File: src/rtl/up_counter_monitor.sv
// Receive-side checker for a free-running up-count pad bus, with its own pad ring.
// Optional build macro MONITOR_ZERO_RESYNC_EN: a mismatching 0 while tracking is taken as a peer counter restart.

module pc3d01 (
    input  logic pad,
    output logic cin
);
    assign cin = pad;
endmodule

module pc3c01 (
    input  logic cclk,
    output logic cp
);
    assign cp = cclk;
endmodule

module pc3o05 (
    input  logic i,
    output logic pad
);
    assign pad = i;
endmodule

module up_counter_monitor #(
    parameter int WIDTH     = 4,
    parameter int LOCK_CNT  = 4,
    parameter int ERR_CNT_W = 4
) (
    input  logic                 clk_pad,
    input  logic                 reset_n_pad,
    input  logic [WIDTH-1:0]     count_pad,
    output logic                 locked_pad,
    output logic                 wrap_pad,
    output logic                 err_pad,
    output logic [ERR_CNT_W-1:0] err_cnt_pad
);
    localparam int GOOD_W = $clog2(LOCK_CNT + 1);
    localparam logic [GOOD_W-1:0] GOOD_ONE = GOOD_W'(1);
    localparam logic [GOOD_W-1:0] LOCK_VAL = GOOD_W'(LOCK_CNT);
    localparam logic [WIDTH-1:0]  CNT_ONE  = WIDTH'(1);
    localparam logic [ERR_CNT_W-1:0] ERR_ONE = ERR_CNT_W'(1);

    localparam logic [1:0] ST_ACQ   = 2'd0;
    localparam logic [1:0] ST_SYNC  = 2'd1;
    localparam logic [1:0] ST_TRACK = 2'd2;

    logic                 clk_buf;
    logic                 clk;
    logic                 rst_n;
    logic [WIDTH-1:0]     count;

    logic [WIDTH-1:0]     samp_q;
    logic                 samp_vld_q;
    logic [WIDTH-1:0]     ref_q;
    logic [GOOD_W-1:0]    good_q;
    logic [1:0]           state_q;
    logic                 wrap_q;
    logic                 err_q;
    logic [ERR_CNT_W-1:0] err_cnt_q;

    logic                 match;
    logic                 zero_resync;

    // Input pad ring
    pc3d01 u_clk_pad (.pad(clk_pad), .cin(clk_buf));
    pc3c01 u_clk_drv (.cclk(clk_buf), .cp(clk));
    pc3d01 u_rst_pad (.pad(reset_n_pad), .cin(rst_n));

    generate
        for (genvar gi = 0; gi < WIDTH; gi++) begin : g_count_pad
            pc3d01 u_pad (.pad(count_pad[gi]), .cin(count[gi]));
        end
    endgenerate

    assign match = (samp_q == ref_q + CNT_ONE);

`ifdef MONITOR_ZERO_RESYNC_EN
    assign zero_resync = (samp_q == '0);
`else
    assign zero_resync = 1'b0;
`endif

    always_ff @(posedge clk or negedge rst_n) begin
        if (!rst_n) begin
            samp_q     <= '0;
            samp_vld_q <= 1'b0;
            ref_q      <= '0;
            good_q     <= '0;
            state_q    <= ST_ACQ;
            wrap_q     <= 1'b0;
            err_q      <= 1'b0;
            err_cnt_q  <= '0;
        end else begin
            samp_q     <= count;
            samp_vld_q <= 1'b1;
            wrap_q     <= 1'b0;
            err_q      <= 1'b0;
            // samp_q only carries a real capture from the second edge after release
            if (samp_vld_q) begin
                ref_q <= samp_q;
                case (state_q)
                    ST_ACQ: begin
                        good_q  <= '0;
                        state_q <= ST_SYNC;
                    end
                    ST_SYNC: begin
                        if (!match) begin
                            good_q <= '0;
                        end else if (good_q + GOOD_ONE == LOCK_VAL) begin
                            good_q  <= '0;
                            state_q <= ST_TRACK;
                        end else begin
                            good_q <= good_q + GOOD_ONE;
                        end
                    end
                    ST_TRACK: begin
                        if (match) begin
                            wrap_q <= (samp_q == '0);
                        end else if (!zero_resync) begin
                            err_q   <= 1'b1;
                            good_q  <= '0;
                            state_q <= ST_SYNC;
                            if (err_cnt_q != '1) begin
                                err_cnt_q <= err_cnt_q + ERR_ONE;
                            end
                        end
                    end
                    default: begin
                        good_q  <= '0;
                        state_q <= ST_ACQ;
                    end
                endcase
            end
        end
    end

    // Output pad ring
    pc3o05 u_locked_pad (.i(state_q == ST_TRACK), .pad(locked_pad));
    pc3o05 u_wrap_pad   (.i(wrap_q), .pad(wrap_pad));
    pc3o05 u_err_pad    (.i(err_q), .pad(err_pad));

    generate
        for (genvar gi = 0; gi < ERR_CNT_W; gi++) begin : g_err_cnt_pad
            pc3o05 u_pad (.i(err_cnt_q[gi]), .pad(err_cnt_pad[gi]));
        end
    endgenerate

endmodule
File: config.mk
export PLATFORM = sky130hd
export DESIGN_NAME = up_counter_monitor
export DESIGN_NICKNAME = d
export VERILOG_FILES = /design/src/rtl/up_counter_monitor.sv
export SDC_FILE = /design/constraint.sdc
export NUM_CORES = 1
export LEC_CHECK = 0
export CAP_MARGIN = 15
export CELL_PAD_IN_SITES_DETAIL_PLACEMENT = 0
export CELL_PAD_IN_SITES_GLOBAL_PLACEMENT = 2
export CORE_MARGIN = 1
export CORE_UTILIZATION = 36
export DETAILED_ROUTE_END_ITERATION = 6
export PLACE_DENSITY_LB_ADDON = 0.1
export SETUP_SLACK_MARGIN = 0.5
export SLEW_MARGIN = 40
export SYNTH_ARGS = -nofsm -noshare
export SYNTH_HDL_FRONTEND = slang
export SYNTH_SLANG_ARGS = --single-unit
File: constraint.sdc
create_clock -name clk_pad -period 2.6 [get_ports clk_pad]
set_input_delay 0.78 -clock clk_pad [delete_from_list [all_inputs] [get_ports clk_pad]]
set_output_delay 0.78 -clock clk_pad [all_outputs]
set_load 0.1 [all_outputs]
# ---- Yosys cells after proc, flatten, opt, wreduce, memory -nomap -nowiden
# Index checks and enable logic that the tools add are counted.
dict set report op_classes {
  n_addsub 3
  multipliers 0
  div 0
  magnitude_cmp 0
  n_eq_ne 8
  n_shift 0
  n_mux 14
  n_bitwise 1
  n_reduce_logical 5
}
# op n
set op_table {}
lappend op_table {{$mux 3} 3}
lappend op_table {{$add 4x1->4 const B} 2}
lappend op_table {{$reduce_and 4->1} 2}
lappend op_table {{$mux 1} 6}
lappend op_table {{$mux 2} 3}
lappend op_table {{$ne 2x2->1 const B} 3}
lappend op_table {{$pmux 2 s3} 1}
lappend op_table {{$pmux 3 s2} 1}
lappend op_table {{$eq 4x4->1} 1}
lappend op_table {{$logic_not 4->1} 1}
lappend op_table {{$ne 4x4->1 const B} 1}
lappend op_table {{$add 3x1->3 const B} 1}
lappend op_table {{$eq 3x3->1 const B} 1}
lappend op_table {{$eq 2x1->1 const B} 1}
lappend op_table {{$eq 2x2->1 const B} 1}
lappend op_table {{$logic_not 2->1} 1}
lappend op_table {{$reduce_and 2->1} 1}
lappend op_table {{$not 1->1} 1}
dict set report totals {
  regBits 20
  latchBits 0
  ram_bits 0
  mem_bits_ro 0
  in_bits 6
  output_inout_bits 7
  wordCells 39
  mem_count 0
}

# ---- Longest topological paths before layout
dict set report depth {
  word_depth 5
  mapped_depth 6
  mapped_depth_nobuf 5
}

# ---- Modules after synthesis
# A second synthesis with hierarchy kept.
dict set report hier_totals {
  hier_cells 93
  hier_area_um2 1066.0
}
# module instances cells_each area_each_um2 seq_area_each_um2
set by_module_without_submodules {}
lappend by_module_without_submodules {up_counter_monitor 1 79 960.9 500.5}
lappend by_module_without_submodules {pc3o05 7 1 7.5 0.0}
lappend by_module_without_submodules {pc3d01 6 1 7.5 0.0}
lappend by_module_without_submodules {pc3c01 1 1 7.5 0.0}

# ---- Worst setup path after synthesis
# OpenSTA, ideal clock, no wires.
dict set report synth_path {
  path_kind {register -> register}
  from {register state_q[0]}
  to {register err_cnt_q[3]}
  t_arrival_ns 2.940
  t_required_ns 2.472
  path_slack_ns -0.468
  stages_incl_launch_ff 5
  path_buffers 0
  synth_period_minus_slack_ns 3.068
  path_cell_list {dfrtp_1 -> nor2b_1 -> nand2_1 -> a211oi_1 -> mux2_1}
}
dict set report synth_between {
  elab_chain_len 2
}
# element line_no
set synth_rtl {}
lappend synth_rtl {{start: declaration} 57} ;# logic [1:0] state_q;
lappend synth_rtl {{start signal: assignment} 90} ;# state_q <= ST_ACQ;
lappend synth_rtl {{start signal: assignment} 105} ;# state_q <= ST_SYNC;
lappend synth_rtl {{start signal: assignment} 112} ;# state_q <= ST_TRACK;
lappend synth_rtl {{$eq 2x2->1} --}
lappend synth_rtl {{named net locked_pad} 33} ;# output logic locked_pad,
lappend synth_rtl {{$reduce_and 4->1 (no line)} --}
lappend synth_rtl {{end signal: assignment} 125} ;# err_cnt_q <= err_cnt_q + ERR_ONE;
lappend synth_rtl {{end: declaration} 60} ;# logic [ERR_CNT_W-1:0] err_cnt_q;
# The timed path passes the listed nets, and every way through them passes these cells.
# A chain may end at the register's enable or synchronous reset.

# ---- Final worst setup path
dict set report layout_path {
  from {register state_q[0]}
  to {output locked_pad}
}
dict set report layout_between {
  elab_chain_len 1
}
# element line_no
set layout_rtl {}
lappend layout_rtl {{$eq 2x2->1} 139} ;# pc3o05 u_locked_pad (.i(state_q == ST_TRACK), .pad(locked_pad));
lappend layout_rtl {{end: declaration} 33}
# Every way passes these cells.

==> impl_metrics.csv <==
group,metric,value,unit
cells_and_area,area.growth.synth_to_final,13.4,%
cells_and_area,diodes,0,
critical_path,rr_endpoint,"err_cnt_q[3]",
logic_synthesis,synth_edf_count,0,
critical_path,cp_slowest_stage_delay,0.49,ns
global_routing,antenna_found_initial,0,
critical_path,crit_family,"flip-flops",
power,pwr-share-seq,59.8,%
cts,cts-buffers-inserted,3,
routing,wirelength,1.68,mm
routing,routed_via_density,4.90,
cts,cts-root-buf,"clkbuf_4",
critical_path,path_cells,"nor2b_4 -> buf_6",
cts,cts_sinks,20,
routing,drt_iter0_drc,16,
sta,timing.final.hold_violations,0,
logic_synthesis,synth.top_cells.by_area,"dfrtp_1 (49%), ha_1 (4.9%), mux2_2 (4.4%)",
power,switching_power,146,uW
routing,wire_per_inst,13.5,um
sta,grt_setup_unrepaired,"no",
hold_path,whs_path_depth,1,
global_routing,grt_usage,12.5,%
critical_path,rrSetupSlack,0.81,ns
floorplanning,core_area,2730,um^2
critical_path,cp_num_buf_inv,1,
floorplanning,start_util,37.7,%
logic_synthesis,synthCells,84,
global_routing,first_global_vias,687,
critical_path,regToRegStartpoint,"ref_q[0]",
floorplanning,fp-row-count,19,
power,combPwrFrac,14.8,%
logic_synthesis,yosys_warnings,0,
global_routing,grt_pass1_wl,3.07,mm
cts,cts_tree,"yes",
logic_synthesis,syn_avg_cell_area,12.3,um^2
sta,post-route-period-util,76.6,%
floorplanning,fp.dieW,55.5,um
logic_synthesis,synth_nets,94,
power,clkPwrFrac,25.3,%
logic_synthesis,ys_seq_area_share,48.6,%
status,status,"finished clean",
sta,finalSetupViolCount,0,
place,hpwl,1.27,mm
cts,path_clk_slew,0.11,ns
routing,dr_total_vias,613,
cts,ctsHoldBuffers,0,
cts,clk_latency,0.29,ns
critical_path,arrival,1.21,ns
power,power,563,uW
critical_path,start_kind,"register",
hold_path,min_to,"good_q[2]",
logic_synthesis,synth_top_area_share,48.6,%
sta,drv_slew,0,
critical_path,crit_path_end_kind,"primary output",
critical_path,crit_required,1.82,ns
power,internal_power,417,uW
place,dp.cells,122,
logic_synthesis,synth_seq_cells,20,
logic_synthesis,synth_flop_cell,"dfrtp_1",
hold_path,min_from,"good_q[2]",
floorplanning,die_area,3080,um^2
global_routing,grt_max_degree,21,
sta,fin_ws,0.607,ns
cts,ctsLongestPathBuffers,2,
sta,fin_skew,0.00464,ns
logic_synthesis,synth_top_cell_by_area,"dfrtp_1",
power,ir_worst_vdd,0.254,mV
place,portBuffers,12,
critical_path,worstSetupPathType,"register to primary output",
power,switching_share,25.9,%
sta,finalSetupTns,0,ns
routing,drtPass1Iterations,4,
power,power_density,483,nW/um^2
critical_path,crit_slowest_cell,"dfrtp_1",
flow_run,drv_cap,0,
cts,htree_levels,1,
logic_synthesis,async_reset_ff_share,100,%
floorplanning,io_pins,13,
cells_and_area,layout_commonest_cell,"dfrtp_1",
logic_synthesis,syn-cell-area,1030,um^2
global_routing,grt_overflow,0,
floorplanning,fp.dieH,55.5,um
cells_and_area,finish.net_count,106,
cells_and_area,layout.cells.most_common_list,"dfrtp_1 (20), buf_4 (7), nand2_1 (6)",
cells_and_area,final_cells,125,
power,p_leak,0.511,nW
critical_path,reg2regPathDepth,5,
sta,max_freq,502,MHz
place,preCtsSetupSlack,0.827,ns
cells_and_area,drive_above_1_share,23.4,%
critical_path,worstPathMaxFanout,7,
routing,drc_errors,0,
routing,final_antenna_net_count,0,
logic_synthesis,ys_types,35,
place,gp_congestion,0.714,
sta,period_needed,1.99,ns
hold_path,hold_path_class,"register to register",
==> worst register-to-register path, stage by stage, from the launching register on <==
cell,delay [ns]
dfrtp_1,0.43
ha_1,0.32
xnor2_1,0.14
and3_4,0.18
a211oi_1,0.27
mux2_1,0.35
==> logic make-up (layout without fill, tap and decap cells) <==
| group | count (synthesis) | count (layout) | synth area share, % |
|---|---|---|---|
| AO/OA/AOI/OAI | 13 | 13 | 11.3 |
| flip-flops | 20 | 20 | 48.6 |
| buffers and inverters | 7 | 17 | 4.74 |
| AND/OR/NAND/NOR | 25 | 25 | 13.6 |
| multiplexers | 6 | 6 | 6.93 |
| adder cells (fa/ha/maj) | 4 | 4 | 4.86 |
| XOR/XNOR | 8 | 8 | 9.60 |
| other | 1 | 1 | 0.364 |
==> registers in the layout, indices dropped and copies added (netlist names) <==
name / count
good_q: 3
samp_vld_q: 1
ref_q: 4
err_cnt_q: 4
err_q: 1
wrap_q: 1
samp_q: 4
state_q: 2
==> final cells by class <==
class	instances	area, um^2
sequential	20	500
timing repair buffer	13	114
fill	255	1570
multi-input combinational	57	488
tap	31	38.8
inverter	1	3.75
clock buffer	3	22.5
==> how the worst max path moves through the flow <==
stage,to,cells past startpoint,slack [ns],start
6_report,locked_pad,2,0.61,state_q[0]
5_1_grt,locked_pad,2,0.53,state_q[0]
4_1_cts,locked_pad,2,0.54,state_q[0]
3_5_place_dp,err_cnt_q[3],5,0.83,ref_q[0]
3_3_place_gp,err_cnt_q[1],5,0.84,ref_q[0]
2_1_floorplan,err_cnt_q[3],4,0.61,state_q[0]
==> power groups by stage <==
stage / logic [mW] / registers [mW] / clock network [mW]
after global routing: 0.0938 / 0.339 / 0.165
after floorplan: 0.0693 / 0.338 / 0
after CTS: 0.0854 / 0.338 / 0.155
after detailed placement: 0.0853 / 0.344 / 0
after global placement: 0.0846 / 0.344 / 0
final: 0.0836 / 0.337 / 0.143
==> per-stage QoR <==
| stage | instance area (um^2) | hold slack [ns] | utilization, % |
|---|---|---|---|
| final | 1170 | 0.538 | 42.7 |
| after global routing | 1170 | 0.551 | 42.7 |
| after global placement | 1140 | 0.493 | 41.7 |
| after CTS | 1160 | 0.541 | 42.6 |
| after detailed placement | 1140 | 0.512 | 41.7 |
| after floorplan | 1040 | 0.475 | - |
==> routing by layer <==
layer	global-route usage [%]	vias to the layer above	wire, um
li1	-	314	-
met1	16.9	288	836
met2	19.6	9	774
met3	2.58	2	55
met4	5.36	0	16
met5	0	-	0
==> synth_stat cells, types with 2 or more instances <==
master and instances:
a211oi_1 3, a21oi_1 2, buf_4 4, dfrtp_1 20, ha_1 4, mux2_2 4
nand2_1 6, nand2b_1 2, nand3_1 5, nor2b_1 2, nor3_1 2, o2bb2ai_1 3
xnor2_1 2, xor2_1 3, xor2_2 2
==> repair_timing <==
item | in CTS | in global routing
gates resized for setup | 0 | 1
endpoints found under the setup margin | 0 | 1
setup buffers | 0 | 0
Power figures use the tool's default switching activity.
